File: src/rtl/tsc_pkg.sv
// Shared constants, state encoding and helpers for the threshold sweep controller.
package tsc_pkg;

  localparam int unsigned CODE_W     = 3;
  localparam int unsigned NUM_LEVELS = 8;
  localparam int unsigned LEVEL_W    = 4;
  localparam int unsigned STATE_W    = 2;

  // Controller state encoding
  localparam logic [STATE_W-1:0] IDLE   = 2'd0;
  localparam logic [STATE_W-1:0] SETTLE = 2'd1;
  localparam logic [STATE_W-1:0] SAMPLE = 2'd2;
  localparam logic [STATE_W-1:0] DONE   = 2'd3;

  // Number of set bits in a per-level decision vector
  function automatic logic [LEVEL_W-1:0] popcount(input logic [NUM_LEVELS-1:0] v);
    logic [LEVEL_W-1:0] n;
    n = '0;
    for (int i = 0; i < int'(NUM_LEVELS); i++) begin
      n = n + LEVEL_W'(v[i]);
    end
    return n;
  endfunction

endpackage

File: src/rtl/sync_2ff.sv
// Two-flop synchronizer for a single asynchronous bit.
module sync_2ff (
  input  logic clk,
  input  logic rst,
  input  logic d,
  output logic q
);

  logic s1;

  // Metastability filter: d -> s1 -> q
  always_ff @(posedge clk) begin
    if (rst) begin
      s1 <= 1'b0;
      q  <= 1'b0;
    end else begin
      s1 <= d;
      q  <= s1;
    end
  end

endmodule

File: src/rtl/threshold_sweep_controller.sv
// Steps the threshold code through all levels, settles, majority-samples the
// synchronized comparator and publishes a thermometer word per sweep.
module threshold_sweep_controller
  import tsc_pkg::*;
#(
  parameter int unsigned SETTLE_CYCLES = 16,
  parameter int unsigned SAMPLES       = 4
) (
  input  logic                  clk,
  input  logic                  rst,
  input  logic                  start,
  input  logic                  cont,
  input  logic                  cmp_in,
  output logic [CODE_W-1:0]     code_out,
  output logic                  busy,
  output logic                  done,
  output logic                  valid,
  output logic [NUM_LEVELS-1:0] therm,
  output logic [LEVEL_W-1:0]    level,
  output logic                  bubble
);

  localparam int unsigned SET_W  = 8;
  localparam int unsigned SMP_W  = 4;
  localparam int unsigned ONES_W = SMP_W + 1;

  localparam logic [SET_W-1:0]  SETTLE_INIT = SET_W'(SETTLE_CYCLES - 1);
  localparam logic [SMP_W-1:0]  SMP_INIT    = SMP_W'(SAMPLES - 1);
  localparam logic [CODE_W-1:0] LAST_CODE   = CODE_W'(NUM_LEVELS - 1);

  logic cmp_s;

  logic [STATE_W-1:0]    state, state_n;
  logic [CODE_W-1:0]     code_n;
  logic [SET_W-1:0]      set_cnt, set_cnt_n;
  logic [SMP_W-1:0]      smp_cnt, smp_cnt_n;
  logic [SMP_W-1:0]      ones, ones_n;
  logic [NUM_LEVELS-1:0] working, working_n, working_upd;
  logic [NUM_LEVELS-1:0] therm_n;
  logic [LEVEL_W-1:0]    level_n;
  logic                  bubble_n, valid_n, done_n, busy_n;
  logic [ONES_W-1:0]     ones_sum;
  logic                  maj;

  sync_2ff u_sync (
    .clk (clk),
    .rst (rst),
    .d   (cmp_in),
    .q   (cmp_s)
  );

  // Majority over this level's samples, including the current one; ties resolve to 0
  always_comb begin
    ones_sum    = ONES_W'(ones) + ONES_W'(cmp_s);
    maj         = ({ones_sum, 1'b0} > (ONES_W + 1)'(SAMPLES));
    working_upd = working;
    working_upd[code_out] = maj;
  end

  // Next-state and next-output logic
  always_comb begin
    state_n   = state;
    code_n    = code_out;
    set_cnt_n = set_cnt;
    smp_cnt_n = smp_cnt;
    ones_n    = ones;
    working_n = working;
    therm_n   = therm;
    level_n   = level;
    bubble_n  = bubble;
    valid_n   = valid;
    done_n    = 1'b0;

    case (state)
      IDLE: begin
        code_n = '0;
        if (start) begin
          state_n   = SETTLE;
          set_cnt_n = SETTLE_INIT;
          working_n = '0;
        end
      end
      SETTLE: begin
        if (set_cnt == '0) begin
          state_n   = SAMPLE;
          smp_cnt_n = SMP_INIT;
          ones_n    = '0;
        end else begin
          set_cnt_n = set_cnt - SET_W'(1);
        end
      end
      SAMPLE: begin
        if (smp_cnt == '0) begin
          working_n = working_upd;
          if (code_out == LAST_CODE) begin
            // Results are published on entry so they are visible during the DONE cycle
            state_n  = DONE;
            therm_n  = working_upd;
            level_n  = popcount(working_upd);
            bubble_n = ((working_upd & (working_upd + NUM_LEVELS'(1))) != '0);
            valid_n  = 1'b1;
            done_n   = 1'b1;
          end else begin
            state_n   = SETTLE;
            code_n    = code_out + CODE_W'(1);
            set_cnt_n = SETTLE_INIT;
          end
        end else begin
          ones_n    = ones_sum[SMP_W-1:0];
          smp_cnt_n = smp_cnt - SMP_W'(1);
        end
      end
      DONE: begin
        code_n = '0;
        if (cont) begin
          state_n   = SETTLE;
          set_cnt_n = SETTLE_INIT;
          working_n = '0;
        end else begin
          state_n = IDLE;
        end
      end
      default: begin
        state_n = IDLE;
        code_n  = '0;
      end
    endcase

    busy_n = (state_n != IDLE);
  end

  // State and output registers
  always_ff @(posedge clk) begin
    if (rst) begin
      state    <= IDLE;
      code_out <= '0;
      set_cnt  <= '0;
      smp_cnt  <= '0;
      ones     <= '0;
      working  <= '0;
      therm    <= '0;
      level    <= '0;
      bubble   <= 1'b0;
      valid    <= 1'b0;
      done     <= 1'b0;
      busy     <= 1'b0;
    end else begin
      state    <= state_n;
      code_out <= code_n;
      set_cnt  <= set_cnt_n;
      smp_cnt  <= smp_cnt_n;
      ones     <= ones_n;
      working  <= working_n;
      therm    <= therm_n;
      level    <= level_n;
      bubble   <= bubble_n;
      valid    <= valid_n;
      done     <= done_n;
      busy     <= busy_n;
    end
  end

endmodule
File: config.mk
export PLATFORM = sky130hd
export DESIGN_NAME = threshold_sweep_controller
export DESIGN_NICKNAME = d
export VERILOG_FILES = /design/src/rtl/tsc_pkg.sv /design/src/rtl/sync_2ff.sv /design/src/rtl/threshold_sweep_controller.sv
export SDC_FILE = /design/constraint.sdc
export NUM_CORES = 1
export LEC_CHECK = 0
export ABC_AREA = 1
export CORE_MARGIN = 2
export CORE_UTILIZATION = 52
export DETAILED_ROUTE_END_ITERATION = 7
export PLACE_DENSITY_LB_ADDON = 0.15
export SYNTH_ARGS = -nofsm -noshare
export SYNTH_HDL_FRONTEND = slang
export SYNTH_SLANG_ARGS = --single-unit
File: constraint.sdc
create_clock -name clk -period 3.7 [get_ports clk]
set_clock_uncertainty 0.1 [all_clocks]
set_input_delay 0.37 -clock clk [delete_from_list [all_inputs] [get_ports clk]]
set_output_delay 0.37 -clock clk [all_outputs]
set_load 0.02 [all_outputs]
# == Word-level counts from Yosys, hierarchy flattened ==
# Cells that the tools add are included.
# word_totals
wordCells,88
input_bits,5
regBits,47
# op_classes
add_sub_neg,12
bitwise,3
mux,29
reduce_logical,16
magnitude_cmp,3
eq_ne,11
# ops
op,n
two-way mux 8 bit,8
one-hot mux 8 bit (4 select lines),1
one-hot mux 8 bit (3 select lines),1
adder 4 x 1 -> 4 bit,4
two-way mux 4 bit,4
one-hot mux 4 bit (2 select lines),2
"!= test 2 bit, second input constant",7
AND reduction 3 bit,3
"adder 8 x 1 -> 8 bit, second input constant",1
bitwise AND 8 bit,1
bitwise mux 8 bit,1
zero test 8 bit,1
two-way mux 2 bit,4
one-hot mux 2 bit (4 select lines),1
nonzero test 8 bit,1
"subtractor 8 x 1 -> 8 bit, second input constant",1
"greater-than comparator 6 x 3 -> 1 bit, second input constant",1
two-way mux 3 bit,2
one-hot mux 3 bit (2 select lines),1
nonzero test 2 bit,3
adder 4 x 1 -> 5 bit,1
AND reduction 5 bit,1
adder 3 x 1 -> 4 bit,1
"== test 2 bit, second input constant",2
18 further kinds,21

# == Depth between registers and ports, before layout ==
# depth
word_depth,12
ltp_mapped,19
depth_no_buf,19

# == Modules after synthesis ==
# Synthesis repeated with hierarchy kept, for this count alone.
# unflattened
cells_unflattened,361
area_unflattened_um2,2632.5
# modules_own_cells
mod,cells_each,instances,seq_area_each_um2,area_each_um2
threshold_sweep_controller,355,1,900.9,2577.5
sync_2ff,6,1,40.0,55.1

# == Worst setup path after synthesis ==
# Ideal clock, no wire load.
# synth_path
kind,register -> register
start,register u_sync.q
end,register level[2]
path_stages_with_launch,19
slack_ns,-0.103
synth_period_minus_slack_ns,3.803
t_required_ns,3.530
path_buffers,0
t_arrival_ns,3.634
cell_sequence,dfxtp_1 -> ha_1 -> ha_1 -> nand2_1 -> nand2_1 -> nor2_4 -> nand2_4 -> nand2_1 -> o21ai_2 -> inv_1 -> fa_1 -> fa_1 -> fa_1 -> inv_1 -> ha_1 -> inv_1 -> fa_1 -> xor2_1 -> a21oi_1
# synth_via
elab_chain_len,10
# synth_rtl
item,line_no,text
start: declaration,sync_2ff.sv:6,output logic q
start signal: assignment,sync_2ff.sv:15,q <= 1'b0;
start signal: assignment,sync_2ff.sv:18,q <= s1;
adder 4 x 1 -> 5 bit,threshold_sweep_controller.sv:54,ones_sum = ONES_W'(ones) + ONES_W'(cmp_s);
greater-than comparator 6 x 3 -> 1 bit,threshold_sweep_controller.sv:55,"maj = ({ones_sum, 1'b0} > (ONES_W + 1)'(SAMPLES));"
bitwise mux 8 bit,threshold_sweep_controller.sv:57,working_upd[code_out] = maj;
named net working_upd[0],threshold_sweep_controller.sv:38,"logic [NUM_LEVELS-1:0] working, working_n, working_upd;"
adder 1 x 1 -> 2 bit,tsc_pkg.sv:20,n = n + LEVEL_W'(v[i]);
adder 2 x 1 -> 3 bit,tsc_pkg.sv:20,
adder 3 x 1 -> 4 bit,tsc_pkg.sv:20,
adder 4 x 1 -> 4 bit (4 in series),tsc_pkg.sv:20,
end signal: assignment,threshold_sweep_controller.sv:155,level <= level_n;
end: declaration,threshold_sweep_controller.sv:19,"output logic [LEVEL_W-1:0] level,"
# The timed path passes the listed nets, and every way through them passes these cells.
# A chain may end at the register's enable or synchronous reset.

# == Worst setup path after layout ==
# layout_path
start,register ones[0]
end,register level[1]
# layout_via
elab_chain_len,10
# layout_rtl
item,line_no,text
start: declaration,threshold_sweep_controller.sv:37,"logic [SMP_W-1:0] ones, ones_n;"
start signal: assignment,threshold_sweep_controller.sv:152,ones <= ones_n;
adder 4 x 1 -> 5 bit,threshold_sweep_controller.sv:54,
greater-than comparator 6 x 3 -> 1 bit,threshold_sweep_controller.sv:55,
bitwise mux 8 bit,threshold_sweep_controller.sv:57,
named net working_upd[1],threshold_sweep_controller.sv:38,
adder 1 x 1 -> 2 bit,tsc_pkg.sv:20,
adder 2 x 1 -> 3 bit,tsc_pkg.sv:20,
adder 3 x 1 -> 4 bit,tsc_pkg.sv:20,
adder 4 x 1 -> 4 bit (4 in series),tsc_pkg.sv:20,
# The timed path passes the listed nets, and every way through them passes these cells.

==> flow_summary.json <==
{
  "status": "finished clean",
  "p_seq_share_pct": 39.7,
  "syn_area_per_cell_um2": 7.46,
  "p_sw_share_pct": 38.8,
  "synthArstFlopShare_pct": 0,
  "yosysUniqueCellTypes": 36,
  "cp_num_buf_inv": 3,
  "grt_max_degree": 25,
  "synth_top_area_share_pct": 35.5,
  "synth_seq_cells": 47,
  "pre_cts_slack_ps": -95.0,
  "firstDrtPassIters": 4,
  "max-cap-violations": 0,
  "fp.coreArea_um2": 4820,
  "htree_levels": 2,
  "cts_root_buffer": "clkbuf_8",
  "start_kind": "flop",
  "clk_pin_slew_ps": 90,
  "drt_wl_total_um": 5680,
  "ir_worst_vdd_mv": 0.208,
  "synth_commonest_cells": "77 x nand2_1, 47 x dfxtp_1, 41 x inv_1",
  "hpwlAfterDp_um": 4210,
  "insertion_delay_ps": 300,
  "filler_cell_count": 441,
  "synth_most_common_cell": "nand2_1",
  "crit_arrival_ps": 3760,
  "drt-initial-drc-count": 109,
  "comb_power_share_pct": 40.3,
  "synth_nets": 381,
  "wl_per_cell_um": 12.2,
  "grt_overflow_total": 0,
  "setup_viol": 0,
  "max_freq_mhz": 273,
  "synth-edff-count": 0,
  "first_global_vias": 2194,
  "reg2reg_slack_ps": 40,
  "slew_headroom_pct": 55.4,
  "synth_ff_type": "dfxtp_1",
  "grt_pass1_wl_um": 9450,
  "synth_area_um2": 2650,
  "start_util_pct": 55.0,
  "ant_nets": 0,
  "reg2reg_depth": 17,
  "synth_area_leaders": "dfxtp_1 36%, nand2_1 11%, ha_1 8.0%",
  "port_buffers": 23,
  "numCtsBuffers": 5,
  "fp.dieW_um": 75.4,
  "dieArea_um2": 5680,
  "p_leak_nw": 1.41,
  "yosys.area.top_type": "dfxtp_1",
  "post-route-period-util_pct": 98.9,
  "io_pins": 24,
  "worst_path_max_delay_cell": "fa_1",
  "drive_gt1_share_pct": 21.1,
  "rows": 25,
  "p_int_w": 0.000943,
  "tightest_slew_ps": 668,
  "crit_cells": 17,
  "cp-end-kind": "flop",
  "gp_congestion": 0.863,
  "slowest_delay_ps": 560,
  "power-per-cell-area_nw_per_um2": 480,
  "synth_warnings": 0,
  "drc": 0,
  "antenna_found_initial": 0,
  "clockBufferDepth": 2,
  "num_antenna_cells": 0,
  "finalHoldViolations": 0,
  "final.min_clock_period_ps": 3660,
  "vias": 2347,
  "vias_per_cell": 5.05,
  "nets": 423,
  "die_h_um": 75.4,
  "cts_tree": "built",
  "critPathMaxFanout": 3,
  "fin_tns_setup_ps": 0,
  "path_class": "flop to flop",
  "clock_sinks": 47,
  "hold_depth": 2,
  "finalMaxSlewViolations": 0,
  "grt.total_usage_pct": 21.8,
  "area_growth_pct": 21.2,
  "crit_required_ps": 3800,
  "clockPowerShare_pct": 20.1,
  "hold_class": "flop to flop",
  "critPathMostFrequentCell": "nand2_2",
  "ctsHoldBuffers": 0,
  "rsz0062_at_grt": "yes",
  "setup_ws_ps": 41.2,
  "syn_inst": 355,
  "crit_family": "adder cells",
  "p_switching_w": 0.000598,
  "cp_cell_sequence": "ha_4, ha_4, nand2_2, nand2_2, nor2_4, nand2_4, nand2_2, nand2_2, inv_2, fa_1, fa_1, fa_1, inv_1, ha_2, inv_2, fa_2, a21oi_2",
  "synth-seq-area-share_pct": 35.5
}
[power by group through the flow]
stage | Combinational [W] | Sequential (W) | Clock, W
after floorplan | 0.000403 | 0.000623 | 0
after global placement | 0.000568 | 0.000619 | 0
after detailed placement | 0.000579 | 0.000620 | 0
after CTS | 0.000610 | 0.000609 | 0.000318
after global routing | 0.000688 | 0.000617 | 0.000336
final | 0.000620 | 0.000611 | 0.000310
[worst paths after layout]
| kind | endpoint | start |
|---|---|---|
| max reg2reg | level[1] | ones[0] |
| max | level[1] | ones[0] |
| min reg2reg | u_sync.q | u_sync.s1 |
| min | u_sync.q | u_sync.s1 |
[layout by cell type (no fill, tap or decap), drive strengths merged, types with 2 or more instances in the layout]
cell / count
a211oi: 4
a21oi: 31
a31oi: 4
buf: 20
clkbuf: 5
clkdlybuf4s50: 23
clkinv: 3
dfxtp: 47
fa: 4
ha: 17
inv: 48
nand2: 91
nand3: 23
nand4: 3
nor2: 27
nor3: 9
o21ai: 23
o31ai: 2
or2: 5
xor2: 5
[worst min-delay path, stage by stage, from the launching register on]
cell     delay (ps)
dfxtp_1         300
inv_1            40
nor2_1           30
[state kept, by name (all words and copies together) (netlist names), 2 cells and up]
signal / flops
smp_cnt: 4
working: 8
ones: 4
code_out: 3
set_cnt: 8
state: 2
therm: 8
level: 4
[through the flow]
stage | instances | power, W | hold slack [ps] | instance area (µm²) | utilization, %
floorplan | 355 | 0.00103 | 288 | 2650 | -
finish | 465 | 0.00154 | 301 | 3210 | 66.7
CTS | 462 | 0.00154 | 304 | 3190 | 66.1
global placement | 451 | 0.00119 | 300 | 3030 | 63.0
detailed placement | 451 | 0.00120 | 296 | 3030 | 63.0
global route | 465 | 0.00164 | 342 | 3210 | 66.7
[layout make-up]
class                           instances  area, µm²  share of cell area (%)
Inverter                               48        181                    5.65
Clock buffer                            5       68.8                    2.14
Tap cell                               67       83.8                    2.61
Sequential cell                        47        943                    29.4
Clock inverter                          3       18.8                   0.584
Timing Repair Buffer                   43        380                    11.8
Multi-Input combinational cell        252       1540                    47.8
[per-layer routing]
metal,track usage [%],vias to the layer above,wire (µm)
met5,0,-,0
met4,11.1,0,152
met3,4.50,13,161
met2,35.1,31,2710
met1,27.7,1072,2660
li1,-,1231,-
[kinds of logic after synthesis]
| logic type | after synthesis | synth area share [%] |
|---|---|---|
| AOI/OAI and AO/OA | 66 | 13.7 |
| adders and majority gates | 21 | 11.0 |
| buffers and inverters | 56 | 8.26 |
| DFF | 47 | 35.5 |
| and+or+nand+nor | 159 | 29.5 |
| xor gates and xnor gates | 6 | 1.98 |
[what timing repair did]
action	CTS	global route
pin swaps	8	7
setup buffers	3	3
resized for setup	12	3
endpoints found under the setup margin	2	3
(Power assumes the default switching activity.)
